## config.mk

```make
export PLATFORM = sky130hd
export DESIGN_NAME = uc_booth_n
export DESIGN_NICKNAME = d
export VERILOG_FILES = /design/src/rtl/uc_pkg.sv /design/src/rtl/contador_iter.sv /design/src/rtl/uc_booth_n.sv
export SDC_FILE = /design/constraint.sdc
export NUM_CORES = 1
export LEC_CHECK = 0
export CORE_AREA = 5 5 42 44
export CTS_CLUSTER_SIZE = 40
export DETAILED_ROUTE_END_ITERATION = 10
export DIE_AREA = 0 0 47 49
export GPL_TIMING_DRIVEN = 0
export HOLD_SLACK_MARGIN = 0.08
export SLEW_MARGIN = 25
export SYNTH_ARGS = -nofsm -noshare
export SYNTH_HDL_FRONTEND = slang
export SYNTH_SLANG_ARGS = --single-unit
```

## constraint.sdc

```tcl
create_clock -name clk -period 3.7 [get_ports clk]
set_input_delay 0.74 -clock clk [delete_from_list [all_inputs] [get_ports clk]]
set_output_delay 0.74 -clock clk [all_outputs]
set_load 0.005 [all_outputs]
```

## src/rtl/uc_pkg.sv

```systemverilog
// Shared definitions for the Booth multiplier control unit: state encodings,
// default operand width and the recoding helpers used by the FSM.
package uc_pkg;

  localparam int UC_N_DEF = 8;

  typedef enum logic [2:0] {
    ST_IDLE  = 3'd0,
    ST_LOAD  = 3'd1,
    ST_OP    = 3'd2,
    ST_SHIFT = 3'd3,
    ST_DONE  = 3'd4
  } uc_state_e;

  // Booth pair (q0, q(-1)): 00/11 need no add/sub step.
  function automatic logic booth_nop(input logic q0, input logic q_m1);
    return q0 == q_m1;
  endfunction

  function automatic logic booth_sub(input logic q0, input logic q_m1);
    return q0 & ~q_m1;
  endfunction

endpackage

```

## src/rtl/contador_iter.sv

```systemverilog
// Iteration counter: loaded with N at the start of an operation, decremented
// on each shift, saturating at zero; 'last' flags the final iteration.
module contador_iter
  import uc_pkg::*;
#(
  parameter int N  = UC_N_DEF,
  parameter int CW = $clog2(N + 1)
) (
  input  logic          clk,
  input  logic          reset,
  input  logic          load,
  input  logic          dec,
  output logic [CW-1:0] cnt,
  output logic          last
);

  always_ff @(posedge clk) begin
    if (reset)
      cnt <= '0;
    else if (load)
      cnt <= CW'(N);
    else if (dec && cnt != '0)
      cnt <= cnt - 1'b1;
  end

  assign last = (cnt == CW'(1));

endmodule

```

## src/rtl/uc_booth_n.sv

```systemverilog
// Control unit for a radix-2 Booth multiplier datapath (A:Q:Q(-1), M).
// Sequences load, add/sub and arithmetic-shift steps for N iterations.
module uc_booth_n
  import uc_pkg::*;
#(
  parameter int N        = UC_N_DEF,
  parameter bit SKIP_NOP = 1'b0
) (
  input  logic clk,
  input  logic reset,
  input  logic start,
  input  logic q0,
  input  logic q_menos1,
  output logic Carga_QM,
  output logic Reset_A,
  output logic Carga_A,
  output logic Resta,
  output logic Desplaza_AQ,
  output logic Fin,
  output logic busy
);

  localparam int CW = $clog2(N + 1);

  uc_state_e state, state_nxt;
  logic [CW-1:0] cnt;
  logic          cnt_last;
  logic          cnt_load;
  logic          is_nop;

  contador_iter #(.N(N), .CW(CW)) u_cnt (
    .clk   (clk),
    .reset (reset),
    .load  (cnt_load),
    .dec   (Desplaza_AQ),
    .cnt   (cnt),
    .last  (cnt_last)
  );

  assign is_nop = booth_nop(q0, q_menos1);

  always_ff @(posedge clk) begin
    if (reset)
      state <= ST_IDLE;
    else
      state <= state_nxt;
  end

  always_comb begin
    state_nxt   = state;
    Carga_QM    = 1'b0;
    Reset_A     = 1'b0;
    Carga_A     = 1'b0;
    Resta       = 1'b0;
    Desplaza_AQ = 1'b0;
    Fin         = 1'b0;
    busy        = 1'b0;
    cnt_load    = 1'b0;
    unique case (state)
      ST_IDLE: begin
        if (start) state_nxt = ST_LOAD;
      end
      ST_LOAD: begin
        Carga_QM  = 1'b1;
        Reset_A   = 1'b1;
        cnt_load  = 1'b1;
        busy      = 1'b1;
        state_nxt = ST_OP;
      end
      ST_OP: begin
        busy = 1'b1;
        if (!is_nop) begin
          Carga_A   = 1'b1;
          Resta     = booth_sub(q0, q_menos1);
          state_nxt = ST_SHIFT;
        end else if (SKIP_NOP) begin
          // Nothing to accumulate: fold the shift into this cycle.
          Desplaza_AQ = 1'b1;
          state_nxt   = cnt_last ? ST_DONE : ST_OP;
        end else begin
          state_nxt = ST_SHIFT;
        end
      end
      ST_SHIFT: begin
        busy        = 1'b1;
        Desplaza_AQ = 1'b1;
        state_nxt   = cnt_last ? ST_DONE : ST_OP;
      end
      ST_DONE: begin
        Fin = 1'b1;
        if (start) state_nxt = ST_LOAD;
      end
      default: state_nxt = ST_IDLE;
    endcase
  end

  a_ctrl_excl: assert property (@(posedge clk) disable iff (reset)
    $onehot0({Carga_QM, Carga_A, Desplaza_AQ}));

endmodule

```

After elaboration in Yosys (flattened, before gate mapping):

Index checks and enable logic that the tools add are counted.

* $add $sub $neg: 1
* eq/ne operators: 7
* muxes and demuxes: 13
* bitwise operators: 2
* reductions and logical operators: 7

Operators by type and width (count)
* one-hot mux 3 bit (4 select lines): 1
* 2-to-1 mux 1 bit: 8
* 2-to-1 mux 4 bit: 2
* equality test 3 x 2 -> 1 bit (second input constant): 2
* 2-to-1 mux 3 bit: 2
* equality test 4 x 1 -> 1 bit (second input constant): 1
* nonzero test 4 bit: 1
* OR reduction 2 bit: 2
* subtractor 4 x 1 -> 4 bit (second input constant): 1
* equality test 3 x 1 -> 1 bit (second input constant): 1
* equality test 3 bit (second input constant): 1
* zero test 3 bit: 1
* OR reduction 3 bit: 1
* != test 2 x 1 -> 1 bit (second input constant): 1
* nonzero test 2 bit: 1
* bitwise AND 1 bit: 1
* equality test 1 bit: 1
* logical AND 1 bit: 1
* inverter 1 bit: 1

* register bits: 7
* bits of input ports: 5
* output and inout bits: 7
* word-level logic and storage cells: 33

Depth between registers and ports, before layout:

Gate-level depths: netlist (run 1).

* depth in word-level cells: 5
* gate-level depth with buffers: 5
* gate-level depth less buffers: 5

Hierarchy:

From an unflattened synthesis (run 1), not the netlist that was laid out.

* cell total of the unflattened synthesis: 47
* area, all modules: 415.4 µm²

Modules (own cells, without submodules)
* contador_iter: instances 1, cells each 25, area each 235.2 µm²
* uc_booth_n: instances 1, cells each 22, area each 180.2 µm²

Worst setup path after synthesis (run 1):

No wires, ideal clock.

* path type: input -> output
* start point: input port q_menos1
* end point: output port Carga_A
* arrival time: 1.218 ns
* path slack: 1.742 ns
* cell stages on the path: 3
* buffers on the path: 0
* cell sequence: inv_1 -> ha_1 -> nor3_1

* cells in the longest elaborated chain, start to end: 3

Ends and longest elaborated chain
* start, declared: line uc_booth_n.sv:13 `input logic q_menos1,`
* equality test 1 bit: line uc_pkg.sv:17 `return q0 == q_m1;`
* 2-to-1 mux 1 bit: line uc_booth_n.sv:72 `if (!is_nop) begin`
* 2-to-1 mux 1 bit: line uc_booth_n.sv:59 `unique case (state)`
* end, declared: line uc_booth_n.sv:16 `output logic Carga_A,`

No other way between the ends.

Final worst setup path (run 1):

Ends and elaborated chain as after synthesis.

==> summary.md, run 1 <==
| Metric | Value |
|---|---|
| Final critical-path setup slack | `776 ps` |
| Main combinational cell family by area after synthesis | `simple AND/OR/NAND/NOR gates` |
| Setup Viol. Count Final | `0` |
| Cell type of the slowest stage on the worst timing path | `sky130_fd_sc_hd__clkdlybuf4s50_1` |
| Clock tree sinks | `7` |
| Largest net degree at the start of global routing | `10` |
| Met1 track utilization from global routing | `0.113` |
| Switching share of total power | `0.246` |
| Final standard cell area without fillers | `571 um2` |
| Number of instances in the synthesized netlist | `49` |
| Final Core Density | `0.407` |
| Number of stages on the worst hold path | `2` |
| Via total after detailed routing | `390` |
| Setup TNS | `0 ps` |
| Final Hold Vio Count | `0` |
| Global routing's busiest layer | `met1` |
| Highest Clock Rate | `342 MHz` |
| Number of clock buffers inserted by TritonCTS | `3` |
| Cell Pwr Density | `330 mW/mm2` |
| Arithmetic-cell share of the synthesized area counting full adders, half adders and majority gates | `0.0906` |
| DR iter-0 viols | `6` |
| Via count of the first global-routing pass | `333` |
| Max clock buf depth | `2` |
| Top cell family by delay on the critical path | `buffers and inverters` |
| Share of the synthesized area in compound gates (AO/OA/AOI/OAI) | `0.130` |
| Comb pwr share | `0.199` |
| Max-cap check violation count | `0` |
| Total wire length | `821 um` |
| Number of antenna violations at the first check in global routing | `0` |
| Number of gates given a new drive strength after cts | `0` |
| Area of the placeable core | `0.00140 mm2` |
| Clock latency on the worst-skew pair | `250 ps` |
| WP data arrival | `2180 ps` |
| TritonRoute pass-1 iters | `4` |
| Grt met3 use | `0.0664` |
| Critical Path Stages | `5` |
| First-pass GRT wire length | `1440 um` |
| ANT nets after route | `0` |
| Most Frequent Cell on Critical Path | `sky130_fd_sc_hd__clkdlybuf4s50_1` |
| Critical path capture point type | `output pin` |
| Worst EP required | `2960 ps` |
| Horizontal die dimension | `47 um` |
| Final Power | `188 uW` |
| Routed length per instance | `10.3 um` |
| Overall die area | `0.00230 mm2` |
| Number of slew-limit violations in the final report | `0` |
| Inserted Diodes | `0` |
| Floorplan die height | `49 um` |
| Status | `finished, final reports clean` |
| Met2 Usage GRT | `0.111` |
| Top-Level Pins | `12` |
| Initial cell density of the core | `0.296` |
| Root buf cell | `sky130_fd_sc_hd__clkbuf_4` |
| Critical Setup Path Class | `in -> out` |
| Remaining DRCs | `0` |
| Clk_skew | `2.06 ps` |
| Crit path buf inv count | `3` |
| Hpwl dp | `614 um` |
| Placed Instance Area | `544 um2` |
| Net Count, Synth | `57` |
| Synth Register Bits | `7` |
| Post-CTS setup buffers | `0` |
| HP Class | `reg -> reg` |
| CP max stage delay | `530 ps` |
| Most used cells in the layout excluding fill and tap cells | `11 x sky130_fd_sc_hd__clkdlybuf4s50_1, 7 x sky130_fd_sc_hd__dfxtp_1, 6 x sky130_fd_sc_hd__inv_1` |
| Number of nets in the layout | `73` |
| Fillers | `153` |
| Post-route minimum period | `2920 ps` |
| Total net switching power | `46.2 uW` |
| Xor/xnor cell area share of the yosys netlist | `0` |
| Number of port buffers | `11` |
| Total global routing track utilization | `0.0876` |
| Total leakage power | `0.252 nW` |
| Gr ovfl total | `0` |
| Worst reg2reg path depth | `5` |
| Relative slew slack | `0.671` |
| Quantity of hold-fixing buffers added after cts | `0` |
| Number of warning messages in the yosys log | `0` |
| Fraction of final layout cells with drive strength greater than 1 | `0.109` |
| Clock transition at path regs | `50 ps` |
| Cell Area, Synth | `414 um2` |
| Syn Area/Cell | `8.45 um2` |
| Crit-path max FO | `1` |
| CP Cell Sequence | `clkdlybuf4s50_1 > inv_1 > ha_1 > nor3_1 > clkdlybuf4s50_1` |
| RePlAce Congestion | `0.750` |
| Post-placement worst setup slack | `765 ps` |
| Setup repair after global routing missed its margin | `no` |
| Distinct cell type count after synthesis | `20` |
| Flop pwr share | `0.441` |
| Synth-to-Final Area Change | `37.8%` |
| Post-synthesis sequential area ratio | `0.338` |
| Tightest Pin Transition | `492 ps` |
| Worst vdd ir | `252 uV` |
| Leading cell type in the layout, fill and taps excluded | `sky130_fd_sc_hd__clkdlybuf4s50_1` |
| Mux share of post-synthesis cell area | `0` |
| Count of standard-cell rows | `14` |
| Critical path launch point type | `input pin` |
| CTS HTree Levels | `1` |
| Period Utilization, post-route | `0.790` |
| TritonCTS clock tree | `yes` |
| Share of synthesized cell area in and, or, nand and nor gates | `0.356` |
| Relative contribution of the clock network to total power | `0.360` |
| Internal power contribution | `142 uW` |
| Via-to-Cell Ratio | `4.88` |
## logic make-up after synthesis
group,count (synthesis)
adder cells (fa/ha/maj),3
AO/OA/AOI/OAI,10
buffers and inverters,8
flip-flops,7
AND/OR/NAND/NOR,21
## per-stage QoR
stage	instances	hold slack, ps
4_1_cts	80	484
3_3_place_gp	76	483
2_1_floorplan	49	463
5_1_grt	80	507
6_report	80	488
3_5_place_dp	76	477
## layer usage
layer  vias up  share of wire  wire (um)
met5         -              0          0
met4         0         0.0073          6
met3         2           0.12        100
met2        14           0.38        316
met1       168           0.48        397
li1        206              -          -
## final cells by class
class / instances / area, um2 / share of cell area
clock buffers: 4 / 26.3 / 0.0461
repair buffers: 11 / 110 / 0.193
well taps: 16 / 20.0 / 0.0351
flip-flops and latches: 7 / 140 / 0.246
plain buffers: 2 / 12.5 / 0.0219
multi-input cells: 34 / 239 / 0.419
inverters: 6 / 22.5 / 0.0395
## worst register-to-register path: cells and delay by family, from the launching register on
| kind | cells | cell delay, ps |
|---|---|---|
| flip-flops | 1 | 370 |
| adder cells (fa/ha/maj) | 1 | 200 |
| AO/OA/AOI/OAI | 1 | 170 |
| AND/OR/NAND/NOR | 2 | 650 |
| buffers and inverters | 1 | 60 |
## worst paths after layout
check	startpoint	end	slack, ps
worst max-delay path	q_menos1	Carga_A	780
worst min-delay path	u_cnt.cnt[1]	u_cnt.cnt[1]	490
worst max register to register	u_cnt.cnt[0]	u_cnt.cnt[3]	2170
worst min register to register	u_cnt.cnt[1]	u_cnt.cnt[1]	490
## power groups by stage
stage / logic, mW / clock network [mW] / registers, mW
final: 0.0374 / 0.0677 / 0.0828
after global routing: 0.0420 / 0.0804 / 0.0833
after CTS: 0.0380 / 0.0697 / 0.0829
after detailed placement: 0.0378 / 0 / 0.0844
after global placement: 0.0375 / 0 / 0.0845
after floorplan: 0.0195 / 0 / 0.0836
## synth_stat cells, drive strengths merged
| master | n | area share |
|---|---|---|
| buf | 2 | 0.030 |
| or3 | 3 | 0.045 |
| nor4 | 1 | 0.015 |
| or4 | 3 | 0.054 |
| inv | 6 | 0.054 |
| or3b | 1 | 0.021 |
| nor2 | 2 | 0.018 |
| or2b | 1 | 0.018 |
| dfxtp | 7 | 0.34 |
| a211oi | 1 | 0.018 |
| nor3 | 2 | 0.024 |
| nand3b | 1 | 0.048 |
| nand2b | 3 | 0.045 |
| o21ai | 4 | 0.048 |
| a21oi | 4 | 0.048 |
| nand3 | 1 | 0.012 |
| nor3b | 3 | 0.054 |
| ha | 3 | 0.091 |
| a31oi | 1 | 0.015 |
## sequential cells by signal, indices dropped and copies added (netlist names)
register / count
u_cnt.cnt: 4
state: 3
(Power assumes the default switching activity.)
==> inputs of run 2 (changes only) <==
==> constraint.sdc (replaced) <==
create_clock -name clk -period 2.5 [get_ports clk]
set_input_delay 0.5 -clock clk [delete_from_list [all_inputs] [get_ports clk]]
set_output_delay 0.5 -clock clk [all_outputs]
set_load 0.005 [all_outputs]
==> summary.md, run 2 (same netlist as run 1, synthesis figures left out) <==
| Metric | Value |
|---|---|
| Via count of the first global-routing pass | `333` |
| Highest Clock Rate | `409 MHz` |
| Relative slew slack | `0.673` |
| Most used cells in the layout excluding fill and tap cells | `11 x sky130_fd_sc_hd__clkdlybuf4s50_1, 7 x sky130_fd_sc_hd__dfxtp_1, 6 x sky130_fd_sc_hd__inv_1` |
| Overall die area | `0.00230 mm2` |
| CP Cell Sequence | `clkdlybuf4s50_1 > inv_1 > ha_1 > nor3_1 > clkdlybuf4s50_1` |
| Total wire length | `850 um` |
| Number of clock buffers inserted by TritonCTS | `3` |
| Reg-to-Reg Start | `u_cnt.cnt[0]` |
| Status | `finished, final reports clean` |
| Gr ovfl total | `0` |
| Clk_skew | `0.759 ps` |
| Number of gates given a new drive strength after cts | `0` |
| Tightest Pin Transition | `490 ps` |
| Max reg flops | `4` |
| Period Utilization, post-route | `0.978` |
| Worst reg2reg path depth | `5` |
| Clock latency on the worst-skew pair | `250 ps` |
| RePlAce Congestion | `0.750` |
| Area of the placeable core | `0.00140 mm2` |
| Top-Level Pins | `12` |
| Number of slew-limit violations in the final report | `0` |
| Top register by number of flip-flops | `u_cnt.cnt` |
| Worst-case hold path end point | `u_cnt.cnt[1]` |
| Crit-path max FO | `1` |
| Critical Setup Path Class | `in -> out` |
| Horizontal die dimension | `47 um` |
| Worst EP required | `2000 ps` |
| CTS HTree Levels | `1` |
| Setup TNS | `0 ps` |
| TritonCTS clock tree | `yes` |
| Routed length per instance | `10.6 um` |
| Leading cell type in the layout, fill and taps excluded | `sky130_fd_sc_hd__clkdlybuf4s50_1` |
| Final critical-path setup slack | `56.1 ps` |
| TritonRoute pass-1 iters | `4` |
| Initial cell density of the core | `0.296` |
| Critical path capture point type | `output pin` |
| Via total after detailed routing | `388` |
| Post-placement worst setup slack | `44.8 ps` |
| CP max stage delay | `530 ps` |
| Hpwl dp | `614 um` |
| DR iter-0 viols | `6` |
| WP data arrival | `1940 ps` |
| Number of port buffers | `11` |
| HP Class | `reg -> reg` |
| Cell Pwr Density | `487 mW/mm2` |
| Synth-to-Final Area Change | `38.4%` |
| Count of standard-cell rows | `14` |
| Number of stages on the worst hold path | `2` |
| Cell type of the slowest stage on the worst timing path | `sky130_fd_sc_hd__clkdlybuf4s50_1` |
| Most Frequent Cell on Critical Path | `sky130_fd_sc_hd__clkdlybuf4s50_1` |
| Critical path launch point type | `input pin` |
| Inserted Diodes | `0` |
| Via-to-Cell Ratio | `4.85` |
| First-pass GRT wire length | `1440 um` |
| Biggest regs | `u_cnt.cnt (4), state (3)` |
| Quantity of hold-fixing buffers added after cts | `0` |
| Setup Viol. Count Final | `0` |
| Final Hold Vio Count | `0` |
| Clock tree sinks | `7` |
| Root buf cell | `sky130_fd_sc_hd__clkbuf_4` |
| Total leakage power | `0.251 nW` |
| Total global routing track utilization | `0.0876` |
| FF-to-FF End | `u_cnt.cnt[3]` |
| Max-cap check violation count | `0` |
| Top cell family by delay on the critical path | `buffers and inverters` |
| Worst vdd ir | `368 uV` |
| Max clock buf depth | `2` |
| Reg-to-reg slack, setup | `960 ps` |
| Post-CTS setup buffers | `0` |
| Final worst hold slack | `488 ps` |
| Remaining DRCs | `0` |
| Number of antenna violations at the first check in global routing | `0` |
| ANT nets after route | `0` |
| Fraction of final layout cells with drive strength greater than 1 | `0.109` |
| Largest net degree at the start of global routing | `10` |
| Crit path buf inv count | `3` |
| Number of nets in the layout | `73` |
| Floorplan die height | `49 um` |
| Post-route minimum period | `2440 ps` |
| Hold Path Origin | `u_cnt.cnt[1]` |
| Clock transition at path regs | `50 ps` |
| Setup repair after global routing missed its margin | `no` |
| Fillers | `152` |
| Final Core Density | `0.409` |
run 2: cell count changes in the layout (fill, tap and decap cells not counted), sizes merged:
cell / previous run / this run
buf: 2 / 1
clkbuf: 4 / 5
run 2: stage by stage:
step           area, um2  power, mW  cells
6_report             573      0.279     80
2_1_floorplan        414      0.152     49
5_1_grt              573      0.306     80
3_3_place_gp         544      0.181     76
4_1_cts              571      0.282     80
3_5_place_dp         544      0.181     76
run 2: report_power, final:
group	internal [mW]	total [mW]	switching [mW]	leakage, nW
Combinational	0.0326	0.0562	0.0236	0.179
Clock	0.0607	0.0997	0.0389	0.0150
Sequential	0.117	0.123	0.00601	0.0570
run 2: worst max-delay path by stage:
stage	from	to	slack, ps	cells after the start
after floorplan	state[0]	Reset_A	880	4
after global placement	q_menos1	Carga_A	50	5
after detailed placement	q_menos1	Carga_A	40	5
after CTS	q_menos1	Carga_A	40	5
after global routing	state[0]	Reset_A	5	5
final	q_menos1	Carga_A	60	5
run 2: layout make-up:
class                      count  area [um2]  area share
clock buffer                   4        26.3      0.0459
inverter                       6        22.5      0.0393
multi-input combinational     34         239       0.417
timing repair buffer          11         110       0.192
buffer                         2        15.0      0.0262
sequential                     7         140       0.245
tap                           16        20.0      0.0349
run 2: routing by layer:
layer | vias up | GRT usage | part of all wire
li1 | 203 | - | -
met1 | 169 | 0.113 | 0.49
met2 | 14 | 0.111 | 0.40
met3 | 2 | 0.0664 | 0.11
met4 | 0 | 0.0276 | 0.0059
met5 | - | 0 | 0
run 2: worst min-delay path: cells and delay by family, from the launching register on:
family             cells  cell delay (ps)
DFF                    1              310
AOI/OAI and AO/OA      2              130
==> inputs of run 3 (changes only) <==
--- a/config.mk
+++ b/config.mk
@@ -11,6 +11,7 @@
 export DIE_AREA = 0 0 47 49
 export GPL_TIMING_DRIVEN = 0
 export HOLD_SLACK_MARGIN = 0.08
+export SETUP_SLACK_MARGIN = 0.15
 export SLEW_MARGIN = 25
 export SYNTH_ARGS = -nofsm -noshare
 export SYNTH_HDL_FRONTEND = slang
==> summary.md, run 3 (same netlist as run 1, synthesis figures left out) <==
| Metric | Value |
|---|---|
| CTS HTree Levels | `1` |
| Max reg flops | `4` |
| Leading cell type in the layout, fill and taps excluded | `sky130_fd_sc_hd__clkdlybuf4s50_1` |
| Critical path capture point type | `output pin` |
| Met1 track utilization from global routing | `0.113` |
| DR iter-0 viols | `6` |
| First-pass GRT wire length | `1470 um` |
| Worst EP required | `2000 ps` |
| Number of stages on the worst hold path | `2` |
| RePlAce Congestion | `0.750` |
| Via-to-Cell Ratio | `4.90` |
| Critical path launch point type | `flip-flop` |
| CP max stage delay | `480 ps` |
| HP Class | `reg -> reg` |
| Final Core Density | `0.416` |
| Number of clock buffers inserted by TritonCTS | `3` |
| Highest Clock Rate | `443 MHz` |
| Global routing's busiest layer | `met2` |
| Final standard cell area without fillers | `583 um2` |
| Worst-case hold path end point | `u_cnt.cnt[1]` |
| Area of the placeable core | `0.00140 mm2` |
| Tightest Pin Transition | `492 ps` |
| Total wire length | `846 um` |
| Clock latency on the worst-skew pair | `250 ps` |
| Top-Level Pins | `12` |
| Crit-path max FO | `8` |
| Synth-to-Final Area Change | `40.8%` |
| Clk_skew | `2.08 ps` |
| Final worst hold slack | `488 ps` |
| Most used cells in the layout excluding fill and tap cells | `10 x sky130_fd_sc_hd__clkdlybuf4s50_1, 7 x sky130_fd_sc_hd__dfxtp_1, 6 x sky130_fd_sc_hd__inv_1` |
| Placed Instance Area | `544 um2` |
| Total global routing track utilization | `0.0890` |
| Fraction of final layout cells with drive strength greater than 1 | `0.125` |
| Top cell family by delay on the critical path | `buffers and inverters` |
| TritonRoute pass-1 iters | `4` |
| Post-route minimum period | `2260 ps` |
| Count of standard-cell rows | `14` |
| ANT nets after route | `0` |
| Hpwl dp | `614 um` |
| Relative slew slack | `0.671` |
| Largest net degree at the start of global routing | `10` |
| Via total after detailed routing | `392` |
| Worst vdd ir | `367 uV` |
| Biggest regs | `u_cnt.cnt (4), state (3)` |
| Setup repair after global routing missed its margin | `no` |
| Remaining DRCs | `0` |
| WP data arrival | `1760 ps` |
| Total leakage power | `0.260 nW` |
| Number of port buffers | `11` |
| Reg-to-reg slack, setup | `970 ps` |
| Grt met3 use | `0.0664` |
| Cell type of the slowest stage on the worst timing path | `sky130_fd_sc_hd__clkdlybuf4s50_1` |
| Setup TNS | `0 ps` |
| Status | `finished, final reports clean` |
| Number of nets in the layout | `73` |
| Floorplan die height | `49 um` |
| Horizontal die dimension | `47 um` |
| Initial cell density of the core | `0.296` |
| TritonCTS clock tree | `yes` |
| Root buf cell | `sky130_fd_sc_hd__clkbuf_4` |
| Number of slew-limit violations in the final report | `0` |
| Via count of the first global-routing pass | `333` |
| Gr ovfl total | `0` |
| Routed length per instance | `10.6 um` |
| Cell Pwr Density | `483 mW/mm2` |
| Inserted Diodes | `0` |
| Max clock buf depth | `2` |
| Met2 Usage GRT | `0.115` |
| Overall die area | `0.00230 mm2` |
| Clock transition at path regs | `50 ps` |
| Quantity of hold-fixing buffers added after cts | `0` |
| Setup Viol. Count Final | `0` |
| Crit path buf inv count | `4` |
| Hold Path Origin | `u_cnt.cnt[1]` |
| Critical Setup Path Class | `reg -> out` |
| Number of antenna violations at the first check in global routing | `0` |
| Period Utilization, post-route | `0.903` |
| Reg-to-Reg Start | `u_cnt.cnt[0]` |
| Top register by number of flip-flops | `u_cnt.cnt` |
| CP Cell Sequence | `buf_6 > or3b_4 > inv_1 > buf_4 > clkdlybuf4s50_1` |
| Clock tree sinks | `7` |
| Max-cap check violation count | `0` |
| Final Hold Vio Count | `0` |
| Worst reg2reg path depth | `5` |
| FF-to-FF End | `u_cnt.cnt[3]` |
[run 3: stage by stage]
stage / setup slack, ps / power, mW / std cells
detailed placement: 44.8 / 0.181 / 76
CTS: 181 / 0.283 / 80
finish: 243 / 0.282 / 80
floorplan: 878 / 0.152 / 49
global route: 154 / 0.308 / 80
global placement: 50.6 / 0.181 / 76
[run 3: area by class of cell]
cell class / count / area [um2]
plain buffers: 2 / 18.8
fillers: 152 / 818
clock buffers: 4 / 26.3
flip-flops and latches: 7 / 140
repair buffers: 11 / 109
multi-input cells: 34 / 246
well taps: 16 / 20.0
inverters: 6 / 22.5
[run 3: metal layers]
layer | routed length, um | share of wire
met1 | 397 | 0.47
met2 | 344 | 0.41
met4 | 6 | 0.0071
met3 | 97 | 0.11
met5 | 0 | 0
[run 3: how the worst max path moves through the flow]
stage,slack [ps],from,to,cells after the start
floorplan,880,state[0],Reset_A,4
global placement,50,q_menos1,Carga_A,5
detailed placement,40,q_menos1,Carga_A,5
CTS,180,q0,Resta,4
global route,150,state[0],Reset_A,5
finish,240,state[0],Reset_A,5
[run 3: repair_timing]
item	in CTS	in global routing
buffers inserted	0	0
endpoints found under the setup margin	2	2
gates cloned	0	0
hold endpoints to repair	0	0
resized for setup	3	2
[run 3: report_power, final]
group	internal, mW	switching [mW]
clock network	0.0608	0.0394
registers	0.117	0.00614
logic	0.0344	0.0239
total	0.212	0.0695
[run 3: worst min-delay path: cells and delay by family, from the launching register on]
family / cells / cell delay, ps
AO/OA/AOI/OAI: 2 / 130
flip-flops: 1 / 310
==> patch (settings of run 3) <==
Add an input register stage for `start`, `q0` and `q_menos1`, cleared by the reset; this delays them by one clock.
--- a/src/rtl/uc_booth_n.sv
+++ b/src/rtl/uc_booth_n.sv
@@ -23,4 +23,20 @@
   localparam int CW = $clog2(N + 1);
 
+  logic start_q;
+  logic q0_q;
+  logic q_menos1_q;
+
+  always_ff @(posedge clk) begin
+    if (reset) begin
+      start_q    <= '0;
+      q0_q       <= '0;
+      q_menos1_q <= '0;
+    end else begin
+      start_q    <= start;
+      q0_q       <= q0;
+      q_menos1_q <= q_menos1;
+    end
+  end
+
   uc_state_e state, state_nxt;
   logic [CW-1:0] cnt;
@@ -38,5 +54,5 @@
   );
 
-  assign is_nop = booth_nop(q0, q_menos1);
+  assign is_nop = booth_nop(q0_q, q_menos1_q);
 
   always_ff @(posedge clk) begin
@@ -59,5 +75,5 @@
     unique case (state)
       ST_IDLE: begin
-        if (start) state_nxt = ST_LOAD;
+        if (start_q) state_nxt = ST_LOAD;
       end
       ST_LOAD: begin
@@ -72,5 +88,5 @@
         if (!is_nop) begin
           Carga_A   = 1'b1;
-          Resta     = booth_sub(q0, q_menos1);
+          Resta     = booth_sub(q0_q, q_menos1_q);
           state_nxt = ST_SHIFT;
         end else if (SKIP_NOP) begin
@@ -89,5 +105,5 @@
       ST_DONE: begin
         Fin = 1'b1;
-        if (start) state_nxt = ST_LOAD;
+        if (start_q) state_nxt = ST_LOAD;
       end
       default: state_nxt = ST_IDLE;
Behaviour: not the same (Yosys sat finds a counterexample within 4 cycles, from zero or initial values and one cycle with reset high).
==> patch against run 3 <==
- sequential cell count rose by 3
- count of clock-buffer cells in the layout did not move
- via count rose by 10%
- combinational power fell by 16%
- final area rose by 15%
- worst hold slack got worse by 0.0080 ns
- critical endpoint unchanged
- worst setup slack got worse by 0.020 ns
- wire length rose by 11%
- non-clock buffer count did not move
- critical path type unchanged
- global-route usage fell by 0.071 points
- synthesized area rose by 19%
- power rose by 30%
==> patch: results (changes against run 3) <==
- Status: finished clean
- Worst-margin pin slew: 0.510 ns (+0.0178 ns)
- Dpl ws: 0.354 ns (+0.310 ns)
- Gr usage total: 8.83% (-0.071 points)
- Max layer used: met3
- Post-synth cell types: 21 (+5.0%)
- DP HPWL: 698 µm (+14%)
- First-pass detailed-route iteration total: 2 (-2)
- Most instantiated cells after synthesis: 10 x dfxtp_1, 6 x inv_1, 4 x a21oi_1, 4 x o21ai_0
- Routed met2 length: 439 µm (+28%)
- Lkg Pwr: 0.292 nW (+12%)
- Vias in the first global route: 351 (+5.4%)
- DR WL met3: 65 µm (-33%)
- Sequential fraction of the synthesis area: 40.6% (+6.8 points)
- Layout cells sized above 1: 12.9% (+0.36 points)
- Drt first-iter violations: 3 (-3)
- Worst vdd ir: 0.000288 V (-22%)
- Final GP Congestion: 0.709 (-5.5%)
- Buffers on Ports: 11 (unchanged)
- Worst-path clk slew: 0.07 ns (+0.02 ns)
- Clock Skew: 0.000624 ns (-0.00145 ns)
- Post-DP Area: 623 µm² (+14%)
- Synth Area in Adders: 7.61% (-1.4 points)
- Critical path arrival: 1.78 ns (+0.02 ns)
- First-pass GRT wire length: 1.48 mm (+0.48%)
- NumNets Final: 79 (+8.2%)
- Top cells by area, synth: dfxtp_1 41%, ha_1 7.6%, inv_1 4.6%, nor3b_1 4.6%, or4_1 4.6%
patch: changes by cell type after synthesis, sizes merged:
cell | run 3 | this run
dfxtp | 7 | 10
nor2b | 0 | 3
patch: kinds of logic after synthesis:
kind of cell	after synthesis
flip-flops	10
adder cells (fa/ha/maj)	3
AO/OA/AOI/OAI	10
AND/OR/NAND/NOR	24
buffers and inverters	8
patch: worst max-delay path, cell delays in order, from the launching register on:
cell and delay [ns]:
dfxtp_1 0.33, buf_6 0.14, or3b_4 0.39, inv_1 0.08, buf_4 0.10, clkdlybuf4s50_1 0.48
patch: per-layer routing:
layer  vias to the layer above  GRT usage (%)
met1                       201           11.3
met2                         8           12.0
met5                         -              0
li1                        223              -
met3                         0           5.54
met4                         0           2.76
patch: path summary, 6_finish.rpt:
check / slack (ns) / start / depth (start not counted) / to
setup reg to reg: 0.98 / u_cnt.cnt[0] / 5 / u_cnt.cnt[3]
hold / removal: 0.48 / start_q / 2 / state[0]
setup / recovery: 0.22 / state[0] / 5 / Reset_A
hold reg to reg: 0.48 / start_q / 2 / state[0]
patch: metrics by stage:
stage,instances,hold slack [ns]
after floorplan,55,0.445
after global placement,82,0.482
after detailed placement,82,0.481
after CTS,86,0.490
after global routing,86,0.507
final,86,0.480
patch: area by class of cell:
cell class              count  area (µm²)
plain buffers               2        18.8
fillers                   154         732
well taps                  16        20.0
flip-flops and latches     10         201
multi-input cells          37         260
clock buffers               4        36.3
repair buffers             11         110
inverters                   6        22.5
patch: timing repair:
item / 4_1_cts / 5_1_grt
resized for setup: 2 / 2
hold endpoints to repair: 0 / 0
hold buffers: 0 / 0
setup buffers: 0 / 0
setup endpoints to repair: 2 / 2
patch: report_power, final:
part | internal, mW | switching, mW | total, mW
registers | 0.166 | 0.00595 | 0.172
logic | 0.0296 | 0.0197 | 0.0492
clock network | 0.0884 | 0.0577 | 0.146
total | 0.284 | 0.0833 | 0.368
